**src/rtl/flash_pkg.sv**
```systemverilog
// Shared definitions for the parallel NOR flash read path: FSM encoding,
// device size and the default access timing.
package flash_pkg;

  typedef enum logic [2:0] {
    FL_RST = 3'd0,
    FL_REC = 3'd1,
    IDLE   = 3'd2,
    RD_HI  = 3'd3,
    RD_LO  = 3'd4,
    DONE   = 3'd5
  } fl_state_e;

  localparam int FL_BYTES       = 8388608;
  localparam int FL_WAIT_CYCLES = 5;
  localparam int FL_RST_CYCLES  = 30;
  localparam int FL_REC_CYCLES  = 15;

endpackage

```
**src/rtl/flash_reader.sv**
```systemverilog
// Serves 16-bit big-endian word reads from the 8-bit NOR flash over a toggle
// req/ack handshake, after running the flash reset/recovery sequence.
module flash_reader
  import flash_pkg::*;
#(
  parameter int WAIT_CYCLES = FL_WAIT_CYCLES,
  parameter int RST_CYCLES  = FL_RST_CYCLES,
  parameter int REC_CYCLES  = FL_REC_CYCLES
) (
  input  logic        iclk,
  input  logic        ireset_n,
  input  logic [23:1] iaddr,
  input  logic        ireq,
  output logic        oack,
  output logic [15:0] odata,
  output logic        oready,
  output logic [22:0] ofl_addr,
  input  logic [7:0]  ifl_dq,
  output logic        ofl_ce_n,
  output logic        ofl_oe_n,
  output logic        ofl_we_n,
  output logic        ofl_rst_n,
  output logic        ofl_wp_n
);

  localparam logic [3:0] WAIT_LOAD = 4'(WAIT_CYCLES - 1);
  localparam logic [7:0] RST_LOAD  = 8'(RST_CYCLES - 1);
  localparam logic [7:0] REC_LOAD  = 8'(REC_CYCLES - 1);

  fl_state_e   state_q, state_d;
  logic [3:0]  waitCnt_q, waitCnt_d;
  logic [7:0]  seqCnt_q, seqCnt_d;
  logic        reqLvl_q, reqLvl_d;
  logic [21:0] word_q, word_d;
  logic [7:0]  hi_q, hi_d;
  logic [7:0]  lo_q, lo_d;
  logic [15:0] data_q, data_d;
  logic        ack_q, ack_d;
  logic        ready_q, ready_d;
  logic [22:0] addr_q, addr_d;
  logic        ceN_q, ceN_d;
  logic        oeN_q, oeN_d;
  logic        rstN_q, rstN_d;

  always_ff @(posedge iclk or negedge ireset_n) begin
    if (!ireset_n) begin
      state_q   <= FL_RST;
      waitCnt_q <= WAIT_LOAD;
      seqCnt_q  <= RST_LOAD;
      reqLvl_q  <= 1'b0;
      word_q    <= '0;
      hi_q      <= '0;
      lo_q      <= '0;
      data_q    <= '0;
      ack_q     <= 1'b0;
      ready_q   <= 1'b0;
      addr_q    <= '0;
      ceN_q     <= 1'b1;
      oeN_q     <= 1'b1;
      rstN_q    <= 1'b0;
    end else begin
      state_q   <= state_d;
      waitCnt_q <= waitCnt_d;
      seqCnt_q  <= seqCnt_d;
      reqLvl_q  <= reqLvl_d;
      word_q    <= word_d;
      hi_q      <= hi_d;
      lo_q      <= lo_d;
      data_q    <= data_d;
      ack_q     <= ack_d;
      ready_q   <= ready_d;
      addr_q    <= addr_d;
      ceN_q     <= ceN_d;
      oeN_q     <= oeN_d;
      rstN_q    <= rstN_d;
    end
  end

  // Counters load "cycles - 1" on state entry and the zero count is the final
  // cycle, so each byte is sampled exactly WAIT_CYCLES edges after its address.
  always_comb begin
    state_d   = state_q;
    waitCnt_d = waitCnt_q;
    seqCnt_d  = seqCnt_q;
    reqLvl_d  = reqLvl_q;
    word_d    = word_q;
    hi_d      = hi_q;
    lo_d      = lo_q;
    data_d    = data_q;
    ack_d     = ack_q;
    ready_d   = ready_q;
    addr_d    = addr_q;
    ceN_d     = ceN_q;
    oeN_d     = oeN_q;
    rstN_d    = rstN_q;

    case (state_q)
      FL_RST: begin
        if (seqCnt_q == '0) begin
          rstN_d   = 1'b1;
          seqCnt_d = REC_LOAD;
          state_d  = FL_REC;
        end else begin
          seqCnt_d = seqCnt_q - 8'd1;
        end
      end
      FL_REC: begin
        if (seqCnt_q == '0) begin
          ready_d = 1'b1;
          state_d = IDLE;
        end else begin
          seqCnt_d = seqCnt_q - 8'd1;
        end
      end
      IDLE: begin
        if (ireq != ack_q) begin
          reqLvl_d  = ireq;
          word_d    = iaddr[22:1];
          addr_d    = {iaddr[22:1], 1'b0};
          ceN_d     = 1'b0;
          oeN_d     = 1'b0;
          waitCnt_d = WAIT_LOAD;
          state_d   = RD_HI;
        end
      end
      RD_HI: begin
        if (waitCnt_q == '0) begin
          hi_d      = ifl_dq;
          addr_d    = {word_q, 1'b1};
          waitCnt_d = WAIT_LOAD;
          state_d   = RD_LO;
        end else begin
          waitCnt_d = waitCnt_q - 4'd1;
        end
      end
      RD_LO: begin
        if (waitCnt_q == '0) begin
          lo_d    = ifl_dq;
          state_d = DONE;
        end else begin
          waitCnt_d = waitCnt_q - 4'd1;
        end
      end
      DONE: begin
        data_d  = {hi_q, lo_q};
        ack_d   = reqLvl_q;
        ceN_d   = 1'b1;
        oeN_d   = 1'b1;
        state_d = IDLE;
      end
      default: state_d = FL_RST;
    endcase
  end

  assign oack      = ack_q;
  assign odata     = data_q;
  assign oready    = ready_q;
  assign ofl_addr  = addr_q;
  assign ofl_ce_n  = ceN_q;
  assign ofl_oe_n  = oeN_q;
  assign ofl_rst_n = rstN_q;
  assign ofl_we_n  = 1'b1;
  assign ofl_wp_n  = 1'b1;

endmodule

```
**config.mk**
```make
export PLATFORM = sky130hd
export DESIGN_NAME = flash_reader
export DESIGN_NICKNAME = d
export VERILOG_FILES = /design/src/rtl/flash_pkg.sv /design/src/rtl/flash_reader.sv
export SDC_FILE = /design/constraint.sdc
export NUM_CORES = 1
export LEC_CHECK = 0
export ABC_AREA = 1
export CELL_PAD_IN_SITES_DETAIL_PLACEMENT = 1
export CELL_PAD_IN_SITES_GLOBAL_PLACEMENT = 2
export CORE_UTILIZATION = 34
export CTS_CLUSTER_DIAMETER = 60
export DETAILED_ROUTE_END_ITERATION = 7
export MAX_ROUTING_LAYER = met4
export PLACE_DENSITY = 0.87
export SLEW_MARGIN = 10
export SYNTH_ARGS = -nofsm -noshare
export SYNTH_HDL_FRONTEND = slang
export SYNTH_SLANG_ARGS = --single-unit
export TNS_END_PERCENT = 5
```
**constraint.sdc**
```tcl
create_clock -name iclk -period 4 [get_ports iclk]
set_input_delay 0.4 -clock iclk [delete_from_list [all_inputs] [get_ports iclk]]
set_output_delay 0.4 -clock iclk [all_outputs]
set_load 0.02 [all_outputs]
```
==> results of run 1 <==
-- state kept, by name (all words and copies together), names as in the netlist, 3 cells and up --
signal and flops:
word_q 22, hi_q 8, odata 16, lo_q 8, seqCnt_q 8, waitCnt_q 4, state_q 3, ofl_addr 23
-- cell families after synthesis --
group | after synthesis | synth area share, %
AO/OA/AOI/OAI | 57 | 7.61
multiplexers | 16 | 4.26
flip-flops | 97 | 57.6
adder cells (fa/ha/maj) | 3 | 0.888
other | 1 | 0.0887
buffers and inverters | 53 | 5.65
AND/OR/NAND/NOR | 237 | 22.9
XOR/XNOR | 5 | 1.04
-- stage by stage --
step	hold WS, ns	instance area (um^2)	cells	utilization [%]
after global routing	0.272	5430	712	45.0
final	0.174	5430	712	45.0
after CTS	0.223	5430	712	45.0
after floorplan	0.104	4230	470	-
after detailed placement	0.465	5100	696	42.3
after global placement	0.455	5100	696	42.3
-- placed cells by master, fill, tap and decap left out, types with 5 or more instances in the layout --
master           Yosys  final
dfstp_2              6      6
nand3_1             10     10
inv_1               28     28
dfrtp_1             91     91
a31oi_1             22     22
mux2_2              16     16
clkbuf_16            0      9
clkdlybuf4s50_1      0     75
o21ai_0             30     30
nor2_1              37     37
nand2_1            178    178
inv_2                5      5
-- critical path: cells and delay by family, from the launching register on --
kind            cells  cell delay, ns
compound gates      1            0.17
buf+inv             2            0.52
flops               1            0.47
simple gates        4            0.98
-- area by class of cell --
type	count	area, um^2	area share [%]
Inverter	34	130	2.40
Timing Repair Buffer	77	766	14.1
Tap cell	168	210	3.87
Clock inverter	4	73.8	1.36
Multi-Input combinational cell	320	1560	28.7
Sequential cell	97	2430	44.8
Clock buffer	12	256	4.72
-- per-layer routing --
metal	GRT usage [%]	share of wire, %	up-vias
met2	29.1	48	63
li1	-	-	1628
met3	4.99	4.7	12
met4	5.53	1.4	0
met1	22.2	46	1590
met5	-	0	-
-- worst max path at each step --
stage,startpoint,endpoint,depth (start not counted)
4_1_cts,state_q[2],ofl_addr[22],7
5_1_grt,state_q[2],ofl_addr[22],7
2_1_floorplan,waitCnt_q[0],ofl_addr[10],9
3_3_place_gp,ireq,ofl_addr[2],6
6_report,state_q[2],ofl_addr[22],7
3_5_place_dp,ireq,ofl_addr[22],6
-- Yosys cell counts, types with 3 or more instances --
library cell / instances
nand4_1: 3
nand2_1: 178
nor2_1: 37
ha_1: 3
nand3_1: 10
inv_1: 28
buf_2: 9
xnor2_1: 3
inv_2: 5
dfstp_2: 6
clkbuf_1: 4
o21ai_0: 30
dfrtp_1: 91
a31oi_1: 22
mux2_2: 16
buf_4: 5
-- power by group --
part           leakage (nW)  internal (mW)  switching (mW)
clock network         0.163          0.584           0.368
registers              1.12           1.46           0.278
logic                  1.26          0.798            1.14
total                  2.54           2.85            1.79
==> results.yml, run 1 <==
critical_path:
  crit_top_cell: "nand2_4"
  crit_fanout: 45
  r2r_setup_slack_ns: 1.74
  end_kind: "register"
  cpPeakStageDelay_ns: 0.47
  cp-start-kind: "register"
  path_class: "reg -> reg"
  timing.rr.start: "state_q[2]"
  timing.rr.end: "ofl_addr[22]"
  crit_arrival_ns: 2.52
  crit_slowest_cell: "dfrtp_1"
  crit_path_cell_trace: "inv_2 > nand3_4 > inv_4 > nand2_4 > nand2_4 > nor2_1 > a31oi_1"
  required_ns: 4.26
  ff2ff_path_depth: 7
route:
  wire_per_inst_um: 14.6
  drc: 0
  postRouteAntennaNets: 0
  finalWirelength_um: 10400
  drtIter0Drc: 187
  dr.pass1.iters: 4
  via_per_inst: 4.63
  dr_total_vias: 3293
place:
  dp_slack_ns: 1.52
  gp_congestion: 0.748
  dp_hpwl_um: 6900
  portBuffers: 76
cts:
  clkTransAtPathRegs_ns: 0.07
  post-cts-setup-buffer-count: 0
  cts_repair_resize_count: 0
  clockBufferDepth: 2
  hold_buffers: 0
  cts_made_buffers: 9
  cts_tree: "done"
  cts_root_buf: "clkbuf_16"
  cts.sinks: 97
  clock_latency_ns: 0.35
  htree_levels: 3
yosys:
  synth_cells: 469
  ys.flop_type: "dfrtp_1"
  ys_seq_area_share_pct: 57.6
  ys_ff_latch: 97
  synth_area_leaders: "dfrtp_1 54%, nand2_1 16%, mux2_2 4.3%"
  synth_top_cell_by_area: "dfrtp_1"
  syn-cell-area_um2: 4230
  synth_edf_count: 0
  synth_top_area_share_pct: 53.9
  synth.avg_cell_area_um2: 9.01
  synth_cell_types: 30
  async_flop_share_pct: 100
  yosysWarnings: 0
sta:
  fin_worst_skew_ns: 0.0113
  setup_violations: 0
  drv_slew: 0
  grt_setup_unrepaired: "false"
  min_period_ns: 2.26
  relSlewSlack_pct: 40.7
  setup_tns_ns: 0
  tightest_slew_ns: 0.889
  hold_viol: 0
  worst_slack_ns: 1.74
  fmax_mhz: 443
  post-route-period-util_pct: 56.5
global_routing:
  track_usage_pct: 18.1
  grt_pass1_wl_um: 17400
  antenna_found_initial: 0
  grt_max_degree: 70
  grt_overflow_total: 0
  grt_pass1_vias: 3491
cells_and_area:
  nets: 576
  fillerInstances: 1422
  antennaDiodeCount: 0
  final_layout_size_suffix_gt1_share_pct: 9.93
  syn2layout_area_growth_pct: 28.4
die:
  core_area_um2: 12100
  dieArea_um2: 12900
  dieHeight_um: 114
  start_util_pct: 35.1
  fp.dieW_um: 114
  row_count: 40
  ios: 80
run_status:
  outcome: "completed"
pwr:
  p_total_mw: 4.64
  p_leak_nw: 2.54
  powerDensity_nw_per_um2: 854
  irDropWorstVdd_mv: 0.427
worst_hold_path:
  min_path_type: "in -> async"
flow_run:
  maxCapViolations: 0
No activity file was read; power rests on OpenSTA's default activity.
==> inputs of run 2 (changes only) <==
--- a/config.mk
+++ b/config.mk
@@ -8,11 +8,11 @@
 export ABC_AREA = 1
 export CELL_PAD_IN_SITES_DETAIL_PLACEMENT = 1
 export CELL_PAD_IN_SITES_GLOBAL_PLACEMENT = 2
-export CORE_UTILIZATION = 34
+export CORE_UTILIZATION = 28
 export CTS_CLUSTER_DIAMETER = 60
 export DETAILED_ROUTE_END_ITERATION = 7
 export MAX_ROUTING_LAYER = met4
-export PLACE_DENSITY = 0.87
+export PLACE_DENSITY = 0.77
 export SLEW_MARGIN = 10
 export SYNTH_ARGS = -nofsm -noshare
 export SYNTH_HDL_FRONTEND = slang
==> constraint.sdc (replaced) <==
create_clock -name iclk -period 1.9 [get_ports iclk]
set_input_delay 0.19 -clock iclk [delete_from_list [all_inputs] [get_ports iclk]]
set_output_delay 0.19 -clock iclk [all_outputs]
set_load 0.02 [all_outputs]
==> results.yml, run 2 (synthesized netlist as in run 1, its figures left out) <==
route:
  wl_met3_um: 554
  wl_met1_um: 4880
  dr_total_vias: 3404
  dr.pass1.iters: 6
  dr.max_layer_used: "met4"
  finalWirelength_um: 10500
  wire_per_inst_um: 14.2
  via_per_inst: 4.61
  drtIter0Drc: 175
  postRouteAntennaNets: 0
  wl_met2_um: 4850
  drc: 13
critical_path:
  crit_buf_inv: 1
  timing.rr.start: "waitCnt_q[0]"
  path_class: "reg -> out"
  timing.rr.end: "waitCnt_q[2]"
  cp_top_family: "buffers and inverters"
  r2r_setup_slack_ns: 0.21
  cpPeakStageDelay_ns: 0.69
  cp-start-kind: "register"
  required_ns: 1.71
  crit_fanout: 3
  crit_arrival_ns: 1.59
  crit_slowest_cell: "clkdlybuf4s50_1"
  end_kind: "primary output"
  ff2ff_path_depth: 8
  crit_path_cell_trace: "clkdlybuf4s50_1"
cts:
  clkTransAtPathRegs_ns: 0.07
  clock_latency_ns: 0.35
  cts_root_buf: "clkbuf_16"
  htree_levels: 3
  cts.sinks: 97
  cts_made_buffers: 9
  cts_tree: "done"
  clockBufferDepth: 2
cells_and_area:
  final_common_cell: "nand2_1"
  fin_area_um2: 5520
  nets: 587
  largest_register_ffs: 23
  final_layout_size_suffix_gt1_share_pct: 11.2
  syn2layout_area_growth_pct: 30.5
  antennaDiodeCount: 0
  instances_no_fill: 739
  final_cell_mix: "178 x nand2_1, 91 x dfrtp_1, 75 x clkdlybuf4s50_1, 37 x nor2_1, 30 x o21ai_0"
worst_hold_path:
  hold_start: "ifl_dq[5]"
  hold_end: "lo_q[5]"
  min_path_type: "in -> reg"
  worstHoldPathCells: 3
place:
  dp_hpwl_um: 7020
  portBuffers: 76
  place_area_um2: 5230
  dp_cells: 722
  gp_congestion: 0.756
global_routing:
  grt_pass1_wl_um: 17800
  grt_pass1_vias: 3531
  antenna_found_initial: 0
  track_usage_pct: 15.0
  grt_max_degree: 98
  grt_overflow_total: 0
sta:
  tightest_slew_ns: 0.578
  drv_slew: 0
  fmax_mhz: 560
  grt_setup_unrepaired: "false"
  hold_viol: 0
  setup_tns_ns: 0
  fin_worst_skew_ns: 0.00435
  relSlewSlack_pct: 61.5
  hold_ws_ns: 0.413
  post-route-period-util_pct: 93.9
  min_period_ns: 1.78
  setup_violations: 0
run_status:
  outcome: "finished with violations"
  violations: "DRC"
die:
  ios: 80
  start_util_pct: 28.9
  row_count: 44
  dieHeight_um: 125
  core_area_um2: 14600
  dieArea_um2: 15600
  fp.dieW_um: 125
pwr:
  swShare_pct: 39.5
  clkPwrFrac_pct: 18.0
  powerDensity_nw_per_um2: 1740
  irDropWorstVdd_mv: 0.634
  pwr-share-seq_pct: 38.2
  p_switching_mw: 3.80
  p_int_mw: 5.82
  power_frac_comb_pct: 43.8
  p_leak_nw: 2.57
flow_run:
  maxCapViolations: 0
run 2: timing repair:
item | in CTS | in global routing
hold endpoints to repair | 91 | 0
gates resized for setup | 0 | 0
buffers inserted | 0 | 0
hold buffers | 1 | 0
run 2: worst max path at each step:
| stage | cells after the start | start | slack [ns] | end |
|---|---|---|---|---|
| after floorplan | 9 | waitCnt_q[0] | 0.45 | ofl_addr[10] |
| after global placement | 7 | ireq | 0.13 | ofl_addr[22] |
| after detailed placement | 7 | ireq | 0.09 | ofl_addr[22] |
| after CTS | 1 | ofl_oe_n | 0.09 | ofl_oe_n |
| after global routing | 8 | state_q[1] | 0.04 | seqCnt_q[1] |
| final | 1 | ofl_oe_n | 0.12 | ofl_oe_n |
run 2: power groups by stage:
stage | combinational [mW] | sequential (mW) | clock (mW)
2_1_floorplan | 2.15 | 4.07 | 0
3_3_place_gp | 4.14 | 3.68 | 0
3_5_place_dp | 4.28 | 3.72 | 0
4_1_cts | 4.30 | 3.69 | 1.81
5_1_grt | 4.72 | 3.82 | 1.88
6_report | 4.21 | 3.67 | 1.73
run 2: area by class of cell:
class	count	area [um^2]
clock buffers	13	250
clock inverters	3	25.0
fillers	1693	9130
inverters	34	130
multi-input cells	320	1560
flip-flops and latches	97	2430
well taps	184	230
repair buffers	88	888
run 2: metal layers:
metal  vias to the layer above  GRT usage, %
met5                         -             -
met4                         0          5.74
met3                        16          4.12
met2                        71          22.7
met1                      1671          19.0
li1                       1646             -
run 2: per-stage QoR:
step | utilization (%) | total power [mW] | setup WS (ns)
2_1_floorplan | - | 6.23 | 0.453
3_3_place_gp | 35.7 | 7.82 | 0.128
3_5_place_dp | 35.7 | 8.00 | 0.0905
4_1_cts | 37.7 | 9.80 | 0.0876
5_1_grt | 37.7 | 10.4 | 0.0406
6_report | 37.7 | 9.61 | 0.116
